`src/rtl/fpu_issue_ctrl.sv`:
```
// Issue controller: accepts one add/sub request, drives a start-level FPU,
// waits for done or a timeout, then presents one response under backpressure.
module fpu_issue_ctrl #(
    parameter int unsigned TIMEOUT_CYCLES = 31
) (
    input  logic        clk,
    input  logic        rst,
    input  logic        req_valid,
    output logic        req_ready,
    input  logic [31:0] req_a,
    input  logic [31:0] req_b,
    input  logic        req_op,
    output logic        rsp_valid,
    input  logic        rsp_ready,
    output logic [31:0] rsp_data,
    output logic        rsp_err,
    output logic        fpu_start,
    output logic [31:0] fpu_n1,
    output logic [31:0] fpu_n2,
    output logic        fpu_sel,
    input  logic [31:0] fpu_result,
    input  logic        fpu_done,
    input  logic        fpu_busy
);

    localparam int unsigned DATA_W = 32;
    localparam int unsigned CNT_W  = 8;
    localparam logic [CNT_W-1:0] CNT_LAST = CNT_W'(TIMEOUT_CYCLES - 1);

    typedef enum logic [1:0] {
        IDLE      = 2'd0,
        WAIT_DONE = 2'd1,
        RESP      = 2'd2
    } state_t;

    state_t              state_q, state_d;
    logic                start_q, start_d;
    logic [DATA_W-1:0]   n1_q, n1_d;
    logic [DATA_W-1:0]   n2_q, n2_d;
    logic                sel_q, sel_d;
    logic [CNT_W-1:0]    cnt_q, cnt_d;
    logic                valid_q, valid_d;
    logic [DATA_W-1:0]   data_q, data_d;
    logic                err_q, err_d;
    logic                ready_int;

    // Busy is status only and never steers sequencing.
    logic unused_busy;
    assign unused_busy = fpu_busy;

    // Hold off issue while the FPU is still showing done from the previous op.
    assign ready_int = (state_q == IDLE) && !fpu_done;

    // Handshake levels are forced low during reset so an aborted op emits nothing.
    assign req_ready = ready_int && !rst;
    assign fpu_start = start_q && !rst;
    assign rsp_valid = valid_q && !rst;
    assign rsp_data  = data_q;
    assign rsp_err   = err_q;
    assign fpu_n1    = n1_q;
    assign fpu_n2    = n2_q;
    assign fpu_sel   = sel_q;

    // State and datapath registers.
    always_ff @(posedge clk) begin
        if (rst) begin
            state_q <= IDLE;
            start_q <= 1'b0;
            n1_q    <= '0;
            n2_q    <= '0;
            sel_q   <= 1'b0;
            cnt_q   <= '0;
            valid_q <= 1'b0;
            data_q  <= '0;
            err_q   <= 1'b0;
        end else begin
            state_q <= state_d;
            start_q <= start_d;
            n1_q    <= n1_d;
            n2_q    <= n2_d;
            sel_q   <= sel_d;
            cnt_q   <= cnt_d;
            valid_q <= valid_d;
            data_q  <= data_d;
            err_q   <= err_d;
        end
    end

    // Next-state and next-output logic.
    always_comb begin
        state_d = state_q;
        start_d = start_q;
        n1_d    = n1_q;
        n2_d    = n2_q;
        sel_d   = sel_q;
        cnt_d   = cnt_q;
        valid_d = valid_q;
        data_d  = data_q;
        err_d   = err_q;
        unique case (state_q)
            IDLE: begin
                if (req_valid && ready_int) begin
                    n1_d    = req_a;
                    n2_d    = req_b;
                    sel_d   = req_op;
                    start_d = 1'b1;
                    cnt_d   = '0;
                    state_d = WAIT_DONE;
                end
            end
            WAIT_DONE: begin
                if (fpu_done) begin
                    data_d  = fpu_result;
                    err_d   = 1'b0;
                    start_d = 1'b0;
                    valid_d = 1'b1;
                    state_d = RESP;
                end else begin
                    cnt_d = cnt_q + CNT_W'(1);
                    if (cnt_q == CNT_LAST) begin
                        data_d  = '0;
                        err_d   = 1'b1;
                        start_d = 1'b0;
                        valid_d = 1'b1;
                        state_d = RESP;
                    end
                end
            end
            RESP: begin
                if (rsp_ready) begin
                    valid_d = 1'b0;
                    state_d = IDLE;
                end
            end
            default: begin
                state_d = IDLE;
                start_d = 1'b0;
                valid_d = 1'b0;
            end
        endcase
    end

endmodule

```
`config.mk`:
```
export PLATFORM = sky130hd
export DESIGN_NAME = fpu_issue_ctrl
export DESIGN_NICKNAME = d
export VERILOG_FILES = /design/src/rtl/fpu_issue_ctrl.sv
export SDC_FILE = /design/constraint.sdc
export NUM_CORES = 1
export LEC_CHECK = 0
export ABC_AREA = 1
export CORE_ASPECT_RATIO = 1.25
export CORE_MARGIN = 10
export CORE_UTILIZATION = 45
export DETAILED_ROUTE_END_ITERATION = 10
export DONT_BUFFER_PORTS = 1
export PLACE_DENSITY = 0.7
export SLEW_MARGIN = 20
export SYNTH_ARGS = -nofsm -noshare
export SYNTH_HDL_FRONTEND = slang
export SYNTH_SLANG_ARGS = --single-unit
```
`constraint.sdc`:
```
create_clock -name clk -period 1.6 [get_ports clk]
set_input_delay 0.32 -clock clk [delete_from_list [all_inputs] [get_ports clk]]
set_output_delay 0.32 -clock clk [all_outputs]
set_load 0.01 [all_outputs]
```
==> impl_metrics.env <==
export IMPL_rsz0062_at_grt="false"
export IMPL_drc=0
export IMPL_final_max_slew_violation_count=0
export IMPL_dr_pass1_iters=4
export IMPL_final_nets=630
export IMPL_synth_distinct_cells=28
export IMPL_fp_dieW_um=108
export IMPL_skew_ps=9.16
export IMPL_std_cell_rows=40
export IMPL_synth_warnings=0
export IMPL_grt_pass1_wl_mm=16.4
export IMPL_dieArea_um2=14200
export IMPL_n_antenna_cell=0
export IMPL_ys_async_sr_fraction=0
export IMPL_area_growth_pct=8.15
export IMPL_io_buffers=0
export IMPL_tightest_slew_ps=348
export IMPL_grt_max_degree=67
export IMPL_synth_ff_type="dfxtp_1"
export IMPL_regArea_um2=2200
export IMPL_hold_path_class="input port to register"
export IMPL_vias=3284
export IMPL_max_stage_delay_ps=370
export IMPL_power_density_nw_per_um2=1180
export IMPL_sw_frac_of_total=0.245
export IMPL_crit_type="register to output port"
export IMPL_pre_cts_ws_ps=150
export IMPL_syn_inst=531
export IMPL_ir_drop_uv=739
export IMPL_cap_violations=0
export IMPL_clkSinkCount=110
export IMPL_ys_ff_latch=110
export IMPL_min_period_ps=1530
export IMPL_ys_seq_area_frac=0.500
export IMPL_fillers=914
export IMPL_slew_headroom=0.767
export IMPL_switching_power_uw=1380
export IMPL_drt_wl_total_mm=10.8
export IMPL_setup_ws_ps=74.8
export IMPL_fin_setup_tns_ps=0
export IMPL_synth_edff_count=0
export IMPL_cp_max_fo=4
export IMPL_intPower_uw=4260
export IMPL_postCtsHoldBufs=0
export IMPL_die_y_um=131
export IMPL_num_io_pins=204
export IMPL_crit_path_end_kind="output port"
export IMPL_clkPwrFrac=0.413
export IMPL_cpMaxStageDelayCell="dfxtp_1"
export IMPL_htree_levels=3
export IMPL_wl_per_cell_um=16.4
export IMPL_power_total_uw=5640
export IMPL_finalCritPeriodShare=0.953
export IMPL_drive_gt1_frac=0.162
export IMPL_dp_hpwl_mm=8.22
export IMPL_finalSetupViolCount=0
export IMPL_share_comb_of_total_power=0.057
export IMPL_seqPwrFrac=0.531
export IMPL_final_util=0.496
export IMPL_cts_tree="yes"
export IMPL_crit_arrival_ps=1210
export IMPL_final_hold_viol_count=0
export IMPL_routabilityCongestion=0.800
export IMPL_clock_fmax_mhz=656
export IMPL_synth_fp_nets=636
export IMPL_design_core_area_um2=9610
export IMPL_grt_overflow=0
export IMPL_multi_input_area_um2=1630
export IMPL_crit_path_cell_trace="nor4_1 -> buf_4"
export IMPL_syn_area_um2=4400
export IMPL_syn_avg_cell_area_um2=8.29
export IMPL_clock_path_buffers=2
export IMPL_antenna_found_initial=0
export IMPL_grt_pass1_vias=3207
export IMPL_track_usage=0.145
export IMPL_start_util=0.458
export IMPL_outcome="finished, final reports clean"
export IMPL_via_per_inst=5.01
export IMPL_root_buffer="clkbuf_16"
export IMPL_dr_first_iter_drc_count=141
export IMPL_critPathLaunchType="register"
export IMPL_required_ps=1280
export IMPL_clk_pin_slew_worst_paths_ps=80
export IMPL_ant_nets=0
export IMPL_power_leakage_uw=0.00193
export IMPL_cts_buffers_inserted=9
export IMPL_clock_latency_ps=350
## synthesized netlist by cell type, types with 2 or more instances
cell type / count / share of area
a21oi_1: 13 / 0.015
a21oi_2: 26 / 0.052
buf_2: 5 / 0.0057
buf_4: 3 / 0.0051
buf_6: 11 / 0.028
buf_8: 2 / 0.0068
clkbuf_1: 5 / 0.0043
dfxtp_1: 110 / 0.50
ha_1: 2 / 0.0057
inv_1: 82 / 0.070
inv_2: 4 / 0.0034
inv_4: 2 / 0.0028
nand2_1: 125 / 0.11
nand2_4: 2 / 0.0051
nand3_1: 17 / 0.019
nand3_2: 20 / 0.045
nor2_1: 19 / 0.016
nor3_1: 3 / 0.0034
o21ai_0: 31 / 0.035
o21ai_1: 41 / 0.047
## power by group through the flow
stage / clock network (uW) / logic (uW) / registers (uW)
finish: 2330 / 319 / 2990
global route: 2530 / 369 / 3010
CTS: 2400 / 326 / 3000
detailed placement: 0 / 326 / 3060
global placement: 0 / 311 / 3060
floorplan: 0 / 289 / 3020
## registers in the layout, indices dropped and copies added, names as in the netlist, 2 cells and up
register  count
fpu_n1       32
fpu_n2       32
rsp_data     32
cnt_q         8
state_q       2
## layout make-up
cell class	count	share of cell area
Clock buffer	10	0.0502
Multi-Input combinational cell	306	0.341
Sequential cell	110	0.463
Timing Repair Buffer	10	0.0263
Inverter	88	0.0704
Tap cell	126	0.0331
Clock inverter	6	0.0160
## worst max-delay path, delay by kind of cell, from the launching register on
family                 cells  cell delay, ps
buffers and inverters      1             180
flip-flops                 1             370
AND/OR/NAND/NOR            1             310
## metrics by stage
stage | cell area (um2) | std cells | hold WS (ps)
global route | 4760 | 656 | 9.41
floorplan | 4400 | 531 | 451
finish | 4760 | 656 | 30.2
global placement | 4450 | 640 | 389
detailed placement | 4450 | 640 | 390
CTS | 4760 | 656 | 13.5
## kinds of logic after synthesis
group	synth area share
and+or+nand+nor	0.211
buffers and inverters	0.131
AOI/OAI and AO/OA	0.150
DFF	0.500
adders and majority gates	0.00568
xor gates and xnor gates	0.00199
## cells in the final DEF (no fill, tap or decap)
master	instances
dfxtp_1	109
o21ai_1	41
inv_6	1
buf_4	6
inv_4	2
inv_2	4
clkbuf_8	1
a21oi_1	13
buf_12	4
o21ai_0	31
ha_1	2
inv_8	2
clkbuf_16	9
nor2_1	19
nand2_4	2
nand4_2	1
nand3_4	1
bufinv_16	1
inv_1	82
dfxtp_2	1
nor4_1	1
nor3_1	3
xor2_1	1
o21ai_2	1
nand3_1	17
nand3_2	20
nand2_1	125
clkinvlp_4	2
nor2_8	1
nor2_4	1
a21oi_2	26
## routing by layer
layer	global-route usage	wire, um
met5	0	0
met4	0.0606	119
met2	0.222	4910
met3	0.0853	1600
met1	0.161	4130
## repair_timing
action | CTS | global route
setup buffers | 0 | 0
setup endpoints to repair | 0 | 1
resized for setup | 0 | 1
## path summary, 6_finish.rpt
path	endpoint	from	cells after the start	slack (ps)
setup reg to reg	rsp_data[16]$_SDFFE_PP0P_	cnt_q[0]$_SDFFE_PP0P_	8	130
setup / recovery	req_ready	state_q[1]$_SDFFE_PP0P_	2	70
hold reg to reg	cnt_q[3]$_SDFFE_PP0P_	cnt_q[3]$_SDFFE_PP0P_	2	480
hold / removal	rsp_data[24]$_SDFFE_PP0P_	rst	1	30
(Power assumes the default switching activity.)
